**src/rtl/result_converter.sv**
```systemverilog
// result_converter: turns quadrant-corrected CORDIC fixed-point sin/cos into IEEE754 singles
module result_converter #(
  parameter int WIDTH = 32,
  parameter int FRAC  = 30
) (
  input  logic                    clk,
  input  logic                    rst,
  input  logic                    valid_in,
  input  logic signed [WIDTH-1:0] sin_in,
  input  logic signed [WIDTH-1:0] cos_in,
  input  logic signed [2:0]       flips,
  output logic [31:0]             sin_out,
  output logic [31:0]             cos_out,
  output logic                    done,
  output logic                    ready
);
  localparam logic [1:0] IDLE = 2'd0, LOAD = 2'd1, NORM = 2'd2, PACK = 2'd3;
  localparam logic [7:0] EB = 8'(127 + WIDTH - 1 - FRAC);
  logic [1:0] state, q;
  logic [WIDTH-1:0] s_raw, c_raw, s_mag, c_mag, sn_mag, cn_mag;
  logic s_sgn, c_sgn, sn_neg, cn_neg, s_ok, c_ok;
  logic [4:0] s_sh, c_sh;
  logic unused_flips;
  assign unused_flips = flips[2];
  always_comb begin
    sn_neg = s_raw[WIDTH-1];
    cn_neg = c_raw[WIDTH-1];
    sn_mag = sn_neg ? -s_raw : s_raw;
    cn_mag = cn_neg ? -c_raw : c_raw;
    s_ok = s_mag == '0 || s_mag[WIDTH-1];
    c_ok = c_mag == '0 || c_mag[WIDTH-1];
  end
  function automatic logic [31:0] pack(input logic sg, input logic [WIDTH-1:0] m, input logic [4:0] sh);
    return m == '0 ? 32'd0 : {sg, EB - 8'(sh), m[WIDTH-2 -: 23]};
  endfunction
  always_ff @(posedge clk) begin
    if (rst) begin
      state <= IDLE;
      ready <= 1'b1;
      done <= 1'b0;
      sin_out <= '0;
      cos_out <= '0;
      s_raw <= '0;
      c_raw <= '0;
      q <= '0;
      s_mag <= '0;
      c_mag <= '0;
      s_sgn <= 1'b0;
      c_sgn <= 1'b0;
      s_sh <= '0;
      c_sh <= '0;
    end else begin
      done <= 1'b0;
      case (state)
        IDLE: if (valid_in) begin
          s_raw <= sin_in;
          c_raw <= cos_in;
          q <= flips[1:0];
          ready <= 1'b0;
          state <= LOAD;
        end
        LOAD: begin
          // negating a term flips its sign; the magnitude is shared with the uncorrected value
          s_sgn <= q == 2'd0 ? sn_neg : q == 2'd1 ? ~cn_neg : q == 2'd2 ? ~sn_neg : cn_neg;
          c_sgn <= q == 2'd0 ? cn_neg : q == 2'd1 ? sn_neg : q == 2'd2 ? ~cn_neg : ~sn_neg;
          s_mag <= q[0] ? cn_mag : sn_mag;
          c_mag <= q[0] ? sn_mag : cn_mag;
          s_sh <= '0;
          c_sh <= '0;
          state <= NORM;
        end
        NORM: begin
          if (s_ok && c_ok) state <= PACK;
          if (!s_ok) begin
            s_mag <= s_mag << 1;
            s_sh <= s_sh + 5'd1;
          end
          if (!c_ok) begin
            c_mag <= c_mag << 1;
            c_sh <= c_sh + 5'd1;
          end
        end
        default: begin
          sin_out <= pack(s_sgn, s_mag, s_sh);
          cos_out <= pack(c_sgn, c_mag, c_sh);
          done <= 1'b1;
          ready <= 1'b1;
          state <= IDLE;
        end
      endcase
    end
  end
endmodule
```
**config.mk**
```make
export PLATFORM = sky130hd
export DESIGN_NAME = result_converter
export DESIGN_NICKNAME = d
export VERILOG_FILES = /design/src/rtl/result_converter.sv
export SDC_FILE = /design/constraint.sdc
export NUM_CORES = 1
export LEC_CHECK = 0
export ABC_AREA = 1
export CAP_MARGIN = 10
export CORE_MARGIN = 3
export CORE_UTILIZATION = 61
export DETAILED_ROUTE_END_ITERATION = 10
export GPL_TIMING_DRIVEN = 0
export MAX_ROUTING_LAYER = met4
export PLACE_DENSITY = 0.9
export SETUP_SLACK_MARGIN = 0.02
export SLEW_MARGIN = 15
export SYNTH_ARGS = -nofsm -noshare
export SYNTH_HDL_FRONTEND = slang
export SYNTH_SLANG_ARGS = --single-unit
export TNS_END_PERCENT = 1
```
**constraint.sdc**
```tcl
create_clock -name clk -period 4.1 [get_ports clk]
set_input_delay 0.82 -clock clk [delete_from_list [all_inputs] [get_ports clk]]
set_output_delay 0.82 -clock clk [all_outputs]
set_load 0.01 [all_outputs]
```
Word level (Yosys, flattened, before mapping):

Index checks and enable logic that the tools add are counted.

* register bits: 210
* latch bits: 0
* memory bits (writable): 0
* ROM bits: 0
* input bits: 70
* output and inout bits: 66
* word-level logic and storage cells: 72
* memories kept: 0

* $add $sub $neg: 6
* $mul: 0
* divide/modulo/power cells: 0
* order comparisons: 0
* eq/ne operators: 8
* shift operators: 0
* multiplexer cells: 26
* bitwise operators: 3
* reductions and logical operators: 15

Operator list (number)
* two-way mux 32 bit: 8
* case mux 32 bit (2 select lines): 2
* zero test 32 bit: 2
* negator 32 bit: 2
* case mux 5 bit (2 select lines): 2
* subtractor 8 x 5 -> 8 bit (first input constant): 2
* adder 5 x 1 -> 5 bit (second input constant): 2
* two-way mux 5 bit: 2
* AND reduction 2 bit: 5
* two-way mux 1 bit: 8
* inequality test 2 bit (second input constant): 4
* case mux 2 bit (3 select lines): 1
* equality test 2 x 1 -> 1 bit (second input constant): 2
* equality test 2 bit (second input constant): 2
* zero test 2 bit: 2
* two-way mux 2 bit: 2
* inverter 1 bit: 3
* OR reduction 3 bit: 1
* logical OR 1 bit: 2
* case mux 1 bit (2 select lines): 1
* nonzero test 2 bit: 1
* OR reduction 2 bit: 1
* logical AND 1 bit: 1

Logic depth before layout (Yosys ltp):

Gate-level depths: netlist (run 1).

* word-level depth: 5
* gate-level depth with buffers: 12

Least setup slack after synthesis (run 1):

No wires, ideal clock.

* path type: input to register
* start point: input rst
* end point: register s_mag[4]
* arrival time: 1821 ps
* required time: 4036 ps
* setup slack: 2215 ps
* cell stages on the path: 6
* buffers on the path: 3
* cells stage by stage: clkbuf_1 inv_1 clkbuf_1 clkbuf_1 o21ai_0 nor2_1

RTL lines
* from (decl): RTL line 7 `input logic rst,`
* to (signal assigned): RTL line 66 `s_mag <= q[0] ? cn_mag : sn_mag;`
* to (signal assigned): RTL line 75 `s_mag <= s_mag << 1;`
* to (decl): RTL line 20 `logic [WIDTH-1:0] s_raw, c_raw, s_mag, c_mag, sn_mag, cn_mag;`

Final worst setup path (run 1):

* start point: input valid_in
* end point: register c_raw[2]

* longest elaborated chain between the ends: 1

RTL lines
* from (decl): RTL line 8 `input logic valid_in,`
* AND reduction 2 bit (no line)
* to (signal assigned): RTL line 57 `c_raw <= cos_in;`
* to (decl): RTL line 20

No other way between the ends.
A chain may end at the register's enable or synchronous reset.

==> results of run 1 <==
-- power by group --
| group | switching, uW | internal (uW) | total [uW] |
|---|---|---|---|
| Clock | 819 | 1050 | 1870 |
| Sequential | 412 | 2490 | 2910 |
| Combinational | 3830 | 1630 | 5460 |
-- sequential cells by signal, indices dropped and copies added (netlist names) --
| name | count |
|---|---|
| s_sh | 5 |
| c_mag | 32 |
| c_sh | 5 |
| q | 2 |
| done | 1 |
| s_sgn | 1 |
| c_sgn | 1 |
| s_raw | 32 |
| ready | 1 |
| cos_out | 32 |
| c_raw | 32 |
| state | 2 |
| sin_out | 32 |
| s_mag | 32 |
-- tightest hold or removal path: cells and delay by family (launching register included) --
family	cells	cell delay, ns
simple gates	1	0.06
compound gates	1	0.05
flops	1	0.31
-- metal layers --
layer  GRT usage [%]  up-vias  part of all wire [%]
li1                -     5890                     -
met1            51.9     5752                    38
met2            64.9      908                    45
met3            7.24      203                    11
met4            20.7        0                   6.4
met5               -        -                     0
-- logic make-up (layout without fill, tap and decap cells) --
| group | after synthesis | in the layout | share of synthesized area, % |
|---|---|---|---|
| simple gates | 817 | 817 | 31.9 |
| other cells | 0 | 1 | 0 |
| buf+inv | 239 | 411 | 8.75 |
| flops | 210 | 210 | 38.2 |
| fa+ha+maj | 10 | 10 | 1.14 |
| xor+xnor | 23 | 23 | 1.83 |
| compound gates | 386 | 386 | 18.1 |
-- cell usage in the layout, fill, tap and decap left out, types with 2 or more instances in the layout --
| cell type | synthesis | routed |
|---|---|---|
| sky130_fd_sc_hd__a21boi_0 | 4 | 4 |
| sky130_fd_sc_hd__a21boi_1 | 6 | 6 |
| sky130_fd_sc_hd__a21oi_1 | 203 | 203 |
| sky130_fd_sc_hd__a31oi_1 | 3 | 3 |
| sky130_fd_sc_hd__buf_1 | 17 | 17 |
| sky130_fd_sc_hd__buf_2 | 9 | 9 |
| sky130_fd_sc_hd__buf_4 | 8 | 8 |
| sky130_fd_sc_hd__buf_6 | 3 | 3 |
| sky130_fd_sc_hd__clkbuf_1 | 65 | 73 |
| sky130_fd_sc_hd__clkbuf_16 | 0 | 22 |
| sky130_fd_sc_hd__clkbuf_8 | 0 | 3 |
| sky130_fd_sc_hd__clkdlybuf4s50_1 | 0 | 133 |
| sky130_fd_sc_hd__clkinv_2 | 1 | 6 |
| sky130_fd_sc_hd__dfxtp_1 | 210 | 210 |
| sky130_fd_sc_hd__ha_1 | 10 | 10 |
| sky130_fd_sc_hd__inv_1 | 122 | 122 |
| sky130_fd_sc_hd__inv_2 | 13 | 13 |
| sky130_fd_sc_hd__nand2_1 | 367 | 367 |
| sky130_fd_sc_hd__nand2_2 | 3 | 3 |
| sky130_fd_sc_hd__nand3_1 | 224 | 224 |
| sky130_fd_sc_hd__nand3b_1 | 7 | 7 |
| sky130_fd_sc_hd__nand4_1 | 22 | 22 |
| sky130_fd_sc_hd__nor2_1 | 169 | 169 |
| sky130_fd_sc_hd__nor2_2 | 7 | 7 |
| sky130_fd_sc_hd__nor3_1 | 8 | 8 |
| sky130_fd_sc_hd__nor4_2 | 2 | 2 |
| sky130_fd_sc_hd__o211ai_1 | 2 | 2 |
| sky130_fd_sc_hd__o21ai_0 | 150 | 150 |
| sky130_fd_sc_hd__o21ai_1 | 12 | 12 |
| sky130_fd_sc_hd__or2_1 | 2 | 2 |
| sky130_fd_sc_hd__or2_2 | 2 | 2 |
| sky130_fd_sc_hd__xor2_1 | 23 | 23 |
-- worst max-delay path by stage --
stage	start	endpoint	slack, ns	cells past startpoint
after floorplan	rst	s_mag[4]$_SDFFE_PP0P_	2.22	6
after global placement	valid_in	c_raw[31]$_SDFFE_PP0P_	0.87	5
after detailed placement	valid_in	c_raw[2]$_SDFFE_PP0P_	0.83	5
after CTS	valid_in	c_raw[2]$_SDFFE_PP0P_	1.36	5
after global routing	valid_in	s_raw[31]$_SDFFE_PP0P_	1.24	5
final	valid_in	c_raw[2]$_SDFFE_PP0P_	1.30	5
-- cell type report --
class,count,area (sq um),share of cell area [%]
plain buffers,102,447,3.37
repair buffers,133,1330,10.0
multi-input cells,1236,5830,43.9
diodes,1,2.50,0.0189
flip-flops and latches,210,4200,31.7
clock inverters,6,41.3,0.311
clock buffers,33,622,4.69
inverters,137,515,3.88
well taps,225,282,2.12
-- stage by stage --
stage	setup slack, ns	total power [uW]	instance area (sq um)	util [%]
6_report	1.30	10200	13300	75.9
5_1_grt	1.24	10800	13300	75.9
4_1_cts	1.36	9970	13300	75.9
3_5_place_dp	0.833	8080	12600	72.1
3_3_place_gp	0.875	7950	12600	72.1
2_1_floorplan	2.22	6320	11000	-
-- synthesized netlist by cell type, types with 3 or more instances --
| master | instances |
|---|---|
| sky130_fd_sc_hd__nand3_1 | 224 |
| sky130_fd_sc_hd__buf_6 | 3 |
| sky130_fd_sc_hd__a21oi_1 | 203 |
| sky130_fd_sc_hd__o21ai_0 | 150 |
| sky130_fd_sc_hd__a21boi_0 | 4 |
| sky130_fd_sc_hd__nor2_2 | 7 |
| sky130_fd_sc_hd__nand4_1 | 22 |
| sky130_fd_sc_hd__a31oi_1 | 3 |
| sky130_fd_sc_hd__inv_2 | 13 |
| sky130_fd_sc_hd__buf_1 | 17 |
| sky130_fd_sc_hd__clkbuf_1 | 65 |
| sky130_fd_sc_hd__o21ai_1 | 12 |
| sky130_fd_sc_hd__ha_1 | 10 |
| sky130_fd_sc_hd__a21boi_1 | 6 |
| sky130_fd_sc_hd__buf_4 | 8 |
| sky130_fd_sc_hd__nand3b_1 | 7 |
| sky130_fd_sc_hd__dfxtp_1 | 210 |
| sky130_fd_sc_hd__inv_1 | 122 |
| sky130_fd_sc_hd__nand2_1 | 367 |
| sky130_fd_sc_hd__buf_2 | 9 |
| sky130_fd_sc_hd__nor3_1 | 8 |
| sky130_fd_sc_hd__xor2_1 | 23 |
| sky130_fd_sc_hd__nand2_2 | 3 |
| sky130_fd_sc_hd__nor2_1 | 169 |
==> out/qor.csv, run 1 <==
metric,value,unit
outcome,completed,
mappedNetlistArea,11000,sq um
hold_start,cos_out[30]$_SDFFE_PP0P_,
leakage,0.00562,uW
grt-ovfl-total,0,
drt-pass1-iter-count,7,
final_max_slew_viol_count,0,
post_synth_main_area_contributors,"sky130_fd_sc_hd__dfxtp_1, sky130_fd_sc_hd__nand2_1, sky130_fd_sc_hd__nand3_1, sky130_fd_sc_hd__a21oi_1, sky130_fd_sc_hd__o21ai_0",
cts.root.buffer_cell,sky130_fd_sc_hd__clkbuf_16,
crit_path_max_fanout,10,
critical_path.cell_chain,clkdlybuf4s50_1 -> nand2_1 -> clkbuf_1 -> clkbuf_1 -> a21oi_1,
final_period_minus_worst_setup_slack,2.80,ns
share_of_flip_flops_with_an_asynchronous_set_or_reset_after_synthesis,0,%
p_per_area,772,nW/um^2
viasPerCell,6.12,
num-nets-final,1922,
globalRouteTotalUtil,41.5,%
hp-class,register to register,
grt_max_degree,14,
flow.area_growth_from_synthesis,20.7,%
ff2ff_setup_slack,1.35,ns
cp.arrival,3.16,ns
yosysUniqueCellTypes,40,
cp.buffers_inverters,3,
critical_path.endpoint_type,register,
timing.max_cap.violations,0,
place.port_buffers,133,
maxSlewHeadroom,38.5,%
cp_slowest_stage_delay,0.75,ns
cts.reportedPaths.clkPinSlew,0.06,ns
clock-sinks,210,
final_estimated_routing_congestion_in_global_placement,1.09,
post_cts.resized_instances,0,
grt_antenna_before_repair,1,
count_of_standard_cell_rows,48,
timing.clock.skew,0.00822,ns
hold_path_end,cos_out[30]$_SDFFE_PP0P_,
finalSetupTns,0,ns
boundaryPins,136,
critical-path-top-cell-by-count,sky130_fd_sc_hd__clkbuf_1,
core_area,17500,sq um
drc_errors,0,
grt_setup_unrepaired,false,
crit_family,buffers and inverters,
finish.cell_count_without_fillers,2083,
grt_first_pass_wirelength,63700,microns
die_x,140,microns
min_delay_path_depth,2,
worst_r2r_endpoint,c_raw[2]$_SDFFE_PP0P_,
drt-wirelength-per-cell,19.6,microns
cpMaxStageDelayCell,sky130_fd_sc_hd__clkbuf_1,
h-tree-depth,1,
layout.filler_cells,1359,
whs,0.464,ns
rr_startpoint,state[0]$_SDFFE_PP0P_,
yosys_warnings,0,
highest_achievable_clock_rate,357,MHz
place_hpwl,31000,microns
worst_skew_pair_later_pin_latency,0.51,ns
clk_path_buf_depth,3,
final_layout_size_suffix_gt1_share,4.42,%
finalSetupViolCount,0,
synth_seq_cells,210,
numPlacedInstances,2043,
critPathKind,input port to register,
worst_pin_slew,0.923,ns
yosys_most_used_dff,sky130_fd_sc_hd__dfxtp_1,
first_global_vias,11900,
synth_cells,1685,
drt_first_iter_violations,1733,
crit_required,4.46,ns
die_y,140,microns
timing_hold_violations_final,0,
count_of_flip_flops_with_a_built_in_enable_after_synthesis,0,
drtAntennaViolNets,0,
ir_drop,0.504,mV
worst_setup_path_start_kind,input port,
synth_top_cell_by_area,sky130_fd_sc_hd__dfxtp_1,
cts.hold.buffers_added,0,
post-synth-top-area-fraction,38.2,%
vias,12800,
postSynthAreaPerCell,6.52,sq um
drt_wl_total,40800,microns
total_nets_after_synthesis,1765,
tritoncts,built,
die_area,19700,sq um
cts_post_setup_buffers_inserted,0,
worst-r2r-cell-count,6,
cts_inserted_buffers,22,
final_min_period_over_clock_period,68.3,%
initial_core_util,62.9,%
synth-seq-area-share,38.2,%
No activity file was read; power rests on OpenSTA's default activity.
==> inputs of run 2 (changes only) <==
CORE_UTILIZATION = 56   (was 61)
PLACE_DENSITY = 0.84   (was 0.9)
clock period = 2.7 ns   (was 4.1 ns; I/O delays follow)
==> run 2 against run 1 <==
Against the previous run:
- cell count up 1.7%
- cell area is 1.4% higher
- highest routed layer unchanged
- setup slack got worse by 1.1 ns
- wire length is 1.6% lower
- critical path type is now register to register
- critical endpoint is now s_mag[25]$_SDFFE_PP0P_
==> out/qor.csv, run 2 (same netlist as run 1, synthesis figures left out) <==
metric,value,unit,change
numPlacedInstances,2078,,was 2043
die_y,146,microns,was 140 microns
drt-pass1-iter-count,6,,was 7
p_per_area,1190,nW/um^2,was 772 nW/um^2
hp-class,register to register,,unchanged
crit_required,3.16,ns,was 4.46 ns
critPathKind,register to register,,was input port to register
boundaryPins,136,,unchanged
first_global_vias,11400,,was 11900
grt-ovfl-total,0,,unchanged
hold_path_end,cos_out[14]$_SDFFE_PP0P_,,was cos_out[30]$_SDFFE_PP0P_
drt-wirelength-per-cell,18.9,microns,was 19.6 microns
die_x,146,microns,was 140 microns
hold_start,cos_out[14]$_SDFFE_PP0P_,,was cos_out[30]$_SDFFE_PP0P_
cts_post_setup_buffers_inserted,0,,unchanged
timing.max_cap.violations,0,,unchanged
clock-sinks,210,,unchanged
finalSetupViolCount,0,,unchanged
outcome,completed,,unchanged
layout.cells.most_common_list,"sky130_fd_sc_hd__nand2_1, sky130_fd_sc_hd__nand3_1, sky130_fd_sc_hd__dfxtp_1",,unchanged
critical_path.endpoint_type,register,,unchanged
combinational_fraction_of_design_power,51.5,%,was 53.4%
vias,12400,,was 12800
cts_inserted_buffers,23,,was 22
h-tree-depth,1,,unchanged
timing_hold_violations_final,0,,unchanged
finalSetupTns,0,ns,unchanged
worst_setup_path_start_kind,register,,was input port
cp.buffers_inverters,5,,was 3
final_layout_size_suffix_gt1_share,4.79,%,was 4.42%
rr_startpoint,state[0]$_SDFFE_PP0P_,,unchanged
min_delay_path_depth,2,,unchanged
leakage,0.00569,uW,was 0.00562 uW
finish.cell_count_without_fillers,2118,,was 2083
crit_path_max_fanout,10,,unchanged
cts.root.buffer_cell,sky130_fd_sc_hd__clkbuf_16,,unchanged
place_hpwl,31000,microns,about the same
cpMaxStageDelayCell,sky130_fd_sc_hd__clkbuf_1,,unchanged
final_critical_path_setup_slack,0.153,ns,was 1.30 ns
drt_wl_total,40100,microns,was 40800 microns
ir_drop,0.592,mV,was 0.504 mV
count_of_standard_cell_rows,50,,was 48
layout.cells.most_common,sky130_fd_sc_hd__nand2_1,,unchanged
cp.arrival,3.01,ns,was 3.16 ns
final_estimated_routing_congestion_in_global_placement,1.14,,was 1.09
drc_errors,0,,unchanged
die_area,21300,sq um,was 19700 sq um
globalRouteTotalUtil,37.5,%,was 41.5%
final_max_slew_viol_count,0,,unchanged
num_antenna_cells,0,,was 1
flow.area_growth_from_synthesis,22.4,%,was 20.7%
ff2ff_setup_slack,0.15,ns,was 1.35 ns
grt_max_degree,15,,was 14
worst_slack_at_placement,-0.220,ns,was 0.833 ns
worst_pin_slew,0.851,ns,was 0.923 ns
power.sequential.fraction,27.4,%,was 28.4%
place.port_buffers,133,,unchanged
num-nets-final,1923,,was 1922
drt_first_iter_violations,1434,,was 1733
crit_cells,8,,was 5
highest_achievable_clock_rate,393,MHz,
core_area,19000,sq um,was 17500 sq um
viasPerCell,5.86,,was 6.12
clk_path_buf_depth,3,,unchanged
final_min_period_over_clock_period,94.3,%,
worst-r2r-cell-count,8,,was 6
grt_antenna_before_repair,0,,was 1
crit_family,buffers and inverters,,unchanged
p_switching,7720,uW,was 5060 uW
pwr-share-clk,21.1,%,was 18.3%
drtAntennaViolNets,0,,unchanged
cts.reportedPaths.clkPinSlew,0.06,ns,about the same
cp_slowest_stage_delay,0.54,ns,was 0.75 ns
initial_core_util,57.8,%,was 62.9%
critical_path.cell_chain,inv_1 -> ha_1 -> buf_2 -> inv_1 -> clkbuf_1 -> clkbuf_1 -> nand3_1 -> a21oi_1,,was clkdlybuf4s50_1 -> nand2_1 -> clkbuf_1 -> clkbuf_1 -> a21oi_1
timing.clock.skew,0.0261,ns,was 0.00822 ns
worst_skew_pair_later_pin_latency,0.54,ns,was 0.51 ns
netSwitchingFraction,48.2,%,was 49.4%
worst_r2r_endpoint,s_mag[25]$_SDFFE_PP0P_,,was c_raw[2]$_SDFFE_PP0P_
grt_first_pass_wirelength,62500,microns,was 63700 microns
final_period_minus_worst_setup_slack,2.55,ns,
grt_setup_unrepaired,false,,unchanged
maxSlewHeadroom,43.3,%,was 38.5%
tritoncts,built,,unchanged
internal_power,8310,uW,was 5180 uW
## run 2: worst max path at each step
stage / end / from
global placement: c_raw[31]$_SDFFE_PP0P_ / valid_in
detailed placement: s_raw[29]$_SDFFE_PP0P_ / valid_in
CTS: s_raw[30]$_SDFFE_PP0P_ / state[0]$_SDFFE_PP0P_
floorplan: c_mag[24]$_SDFFE_PP0P_ / state[0]$_SDFFE_PP0P_
global route: s_mag[18]$_SDFFE_PP0P_ / state[0]$_SDFFE_PP0P_
finish: s_mag[25]$_SDFFE_PP0P_ / state[0]$_SDFFE_PP0P_
## run 2: power by group through the flow
stage | Sequential [uW] | Clock, uW | Combinational, uW
finish | 4390 | 3380 | 8260
global route | 4460 | 3520 | 9010
CTS | 4350 | 3380 | 7980
detailed placement | 4410 | 0 | 7890
global placement | 4400 | 0 | 7780
floorplan | 4260 | 0 | 5330
## run 2: metal layers
layer	part of all wire [%]	global-route usage, %
met1	40	49.2
met2	45	58.5
met3	9.5	4.59
met4	5.3	16.6
met5	0	-
## run 2: tightest hold or removal path: stages (launching register included)
cell and delay [ns]:
sky130_fd_sc_hd__dfxtp_1 0.30, sky130_fd_sc_hd__nand2_1 0.06, sky130_fd_sc_hd__a21oi_1 0.05
## run 2: per-stage QoR
step	hold slack (ns)	util (%)	power [uW]	cell area (sq um)
global route	0.477	70.7	17000	13500
detailed placement	0.456	66.5	12300	12600
finish	0.461	70.7	16000	13500
floorplan	0.439	-	9600	11000
global placement	0.449	66.5	12200	12600
CTS	0.466	70.7	15700	13500
## run 2: cell type report
| class | instances | area, sq um |
|---|---|---|
| Fill cell | 1655 | 5570 |
| Buffer | 102 | 448 |
| Sequential cell | 210 | 4200 |
| Tap cell | 260 | 325 |
| Inverter | 137 | 515 |
| Timing Repair Buffer | 133 | 1330 |
| Multi-Input combinational cell | 1236 | 5830 |
| Clock buffer | 29 | 628 |
| Clock inverter | 11 | 174 |
## run 2: timing repair
action | in CTS | in global routing
endpoints found under the setup margin | 0 | 10
resized for setup | 0 | 2
hold buffers | 0 | 0
hold endpoints to repair | 0 | 0
==> inputs of run 3 (changes only) <==
CORE_UTILIZATION = 63   (was 56)
DONT_BUFFER_PORTS = 1   (was not set)
PLACE_DENSITY = 0.83   (was 0.84)
TNS_END_PERCENT = 30   (was 1)
==> run 3 against run 2 <==
Against the previous run:
- critical path depth unchanged
- hold slack worse by 0.28 ns
- cell area down 11%
- via count down 2.9%
- fmax down 5.3%
- clock skew down 0.00075 ns
==> out/qor.csv, run 3 (same netlist as run 1, synthesis figures left out) <==
metric,value,unit,change
outcome,completed,,unchanged
die_area,19100,sq um,was 21300 sq um
clk_path_buf_depth,3,,unchanged
numPlacedInstances,1905,,was 2078
cts.hold.buffers_added,0,,unchanged
multiInputGateArea,5830,sq um,unchanged
power.sequential.fraction,28.8,%,was 27.4%
grt_antenna_before_repair,2,,was 0
drt-wirelength-per-cell,20.0,microns,was 18.9 microns
clock-sinks,210,,unchanged
layout.filler_cells,1486,,was 1655
final_max_slew_viol_count,0,,unchanged
timing_hold_violations_final,0,,unchanged
finish.cell_count_without_fillers,1944,,was 2118
layout.cells.most_common_list,"sky130_fd_sc_hd__nand2_1, sky130_fd_sc_hd__nand3_1, sky130_fd_sc_hd__dfxtp_1",,unchanged
worst_pin_slew,0.905,ns,was 0.851 ns
vias,12100,,was 12400
drt_wl_total,38900,microns,was 40100 microns
tritoncts,built,,unchanged
die_y,138,microns,was 146 microns
die_x,138,microns,was 146 microns
critical_path.endpoint_type,register,,unchanged
grt_first_pass_wirelength,60900,microns,was 62500 microns
combinational_fraction_of_design_power,52.1,%,was 51.5%
place_hpwl,29600,microns,was 31000 microns
core_area,16800,sq um,was 19000 sq um
crit_path_max_fanout,10,,unchanged
internal_power,7750,uW,was 8310 uW
cts_inserted_buffers,22,,was 23
leakage,0.00515,uW,was 0.00569 uW
critPathKind,register to register,,unchanged
p_switching,7620,uW,was 7720 uW
p_per_area,1290,nW/um^2,was 1190 nW/um^2
highest_achievable_clock_rate,372,MHz,was 393 MHz
finalSetupViolCount,0,,unchanged
pwr-share-clk,19.1,%,was 21.1%
hp-class,input port to register,,was register to register
final_min_period_over_clock_period,99.6,%,was 94.3%
layout.cells.most_common,sky130_fd_sc_hd__nand2_1,,unchanged
initial_core_util,65.4,%,was 57.8%
ff2ff_setup_slack,0.01,ns,was 0.15 ns
netSwitchingFraction,49.6,%,was 48.2%
cp.arrival,3.15,ns,was 3.01 ns
grt_setup_unrepaired,true,,was false
first_global_vias,11000,,was 11400
cts.root.buffer_cell,sky130_fd_sc_hd__clkbuf_16,,unchanged
timing.max_cap.violations,0,,unchanged
worst_setup_path_start_kind,register,,unchanged
count_of_standard_cell_rows,47,,was 50
final_layout_size_suffix_gt1_share,5.00,%,was 4.79%
maxSlewHeadroom,39.7,%,was 43.3%
num-nets-final,1789,,was 1923
place.port_buffers,0,,was 133
h-tree-depth,1,,unchanged
grt-ovfl-total,0,,unchanged
min_delay_path_depth,2,,unchanged
worst-r2r-cell-count,8,,unchanged
area.sequential,4200,sq um,unchanged
timing.clock.skew,0.0253,ns,was 0.0261 ns
crit_required,3.17,ns,was 3.16 ns
boundaryPins,136,,unchanged
ir_drop,0.764,mV,was 0.592 mV
grt_max_degree,15,,unchanged
drc_errors,0,,unchanged
worst_skew_pair_later_pin_latency,0.53,ns,was 0.54 ns
drt_first_iter_violations,1340,,was 1434
viasPerCell,6.20,,was 5.86
finalSetupTns,0,ns,unchanged
drt-pass1-iter-count,6,,unchanged
cts.reportedPaths.clkPinSlew,0.07,ns,was 0.06 ns
final_estimated_routing_congestion_in_global_placement,1.05,,was 1.14
flow.area_growth_from_synthesis,8.75,%,was 22.4%
globalRouteTotalUtil,40.5,%,was 37.5%
drtAntennaViolNets,0,,unchanged
final_period_minus_worst_setup_slack,2.69,ns,was 2.55 ns
finalPower,15400,uW,was 16000 uW
[run 3: cell count changes in the layout (fill, tap and decap cells not counted)]
cell / change
sky130_fd_sc_hd__bufinv_16: -3
sky130_fd_sc_hd__clkbuf_1: -1
sky130_fd_sc_hd__clkbuf_16: -1
sky130_fd_sc_hd__clkbuf_8: -1
sky130_fd_sc_hd__clkdlybuf4s50_1: -133
sky130_fd_sc_hd__clkinv_2: +1
sky130_fd_sc_hd__clkinv_4: -1
sky130_fd_sc_hd__clkinv_8: +1
sky130_fd_sc_hd__clkinvlp_4: +1
sky130_fd_sc_hd__diode_2: +3
sky130_fd_sc_hd__inv_16: -1
sky130_fd_sc_hd__inv_6: +1
[run 3: final cells by class]
type                       count  area share, %
multi-input combinational   1236           48.7
sequential                   210           35.2
clock buffer                  26           4.90
inverter                     137           4.31
buffer                       102           3.75
tap                          220           2.30
clock inverter                10          0.774
antenna                        3         0.0628
[run 3: path summary, 6_finish.rpt]
path | start | to
worst max register to register | state[0]$_SDFFE_PP0P_ | s_mag[20]$_SDFFE_PP0P_
worst min-delay path | cos_in[5] | c_raw[5]$_SDFFE_PP0P_
worst max-delay path | state[0]$_SDFFE_PP0P_ | s_mag[20]$_SDFFE_PP0P_
worst min register to register | s_sgn$_SDFFE_PP0P_ | sin_out[31]$_SDFFE_PP0P_
[run 3: power groups by stage]
stage	sequential (uW)	clock, uW	combinational [uW]
after floorplan	4260	0	5330
after global placement	4430	0	7470
after detailed placement	4440	0	7610
after CTS	4390	2910	7690
after global routing	4490	3030	8710
final	4420	2940	8000
[run 3: repair_timing]
item                                    in CTS  in global routing
endpoints found under the setup margin       0                 11
buffers inserted                             0                  0
gates resized for setup                      0                  3
[run 3: worst max-delay path: stages (launching register included)]
cell and delay (ns):
sky130_fd_sc_hd__dfxtp_1 0.37, sky130_fd_sc_hd__inv_1 0.10, sky130_fd_sc_hd__ha_1 0.19, sky130_fd_sc_hd__buf_2 0.17
sky130_fd_sc_hd__inv_1 0.22, sky130_fd_sc_hd__clkbuf_1 0.35, sky130_fd_sc_hd__clkbuf_1 0.58, sky130_fd_sc_hd__nand3_1 0.41
sky130_fd_sc_hd__a21oi_1 0.23
[run 3: metal layers]
layer	global-route usage (%)	routed length, microns	vias to the layer above
li1	-	-	5621
met1	51.7	15400	5481
met2	64.1	17500	806
met3	7.18	4000	147
met4	15.9	1980	0
met5	-	0	-
[run 3: metrics by stage]
step                util (%)  instance area, sq um  hold slack, ns  setup WS (ns)
finish                  71.1                 12000           0.182         0.0114
global placement        67.0                 11300           0.451          0.157
detailed placement      67.0                 11300           0.458         0.0682
global route            71.1                 12000           0.222         0.0145
CTS                     71.0                 11900           0.186         0.0494
floorplan                  -                 11000           0.439          0.971
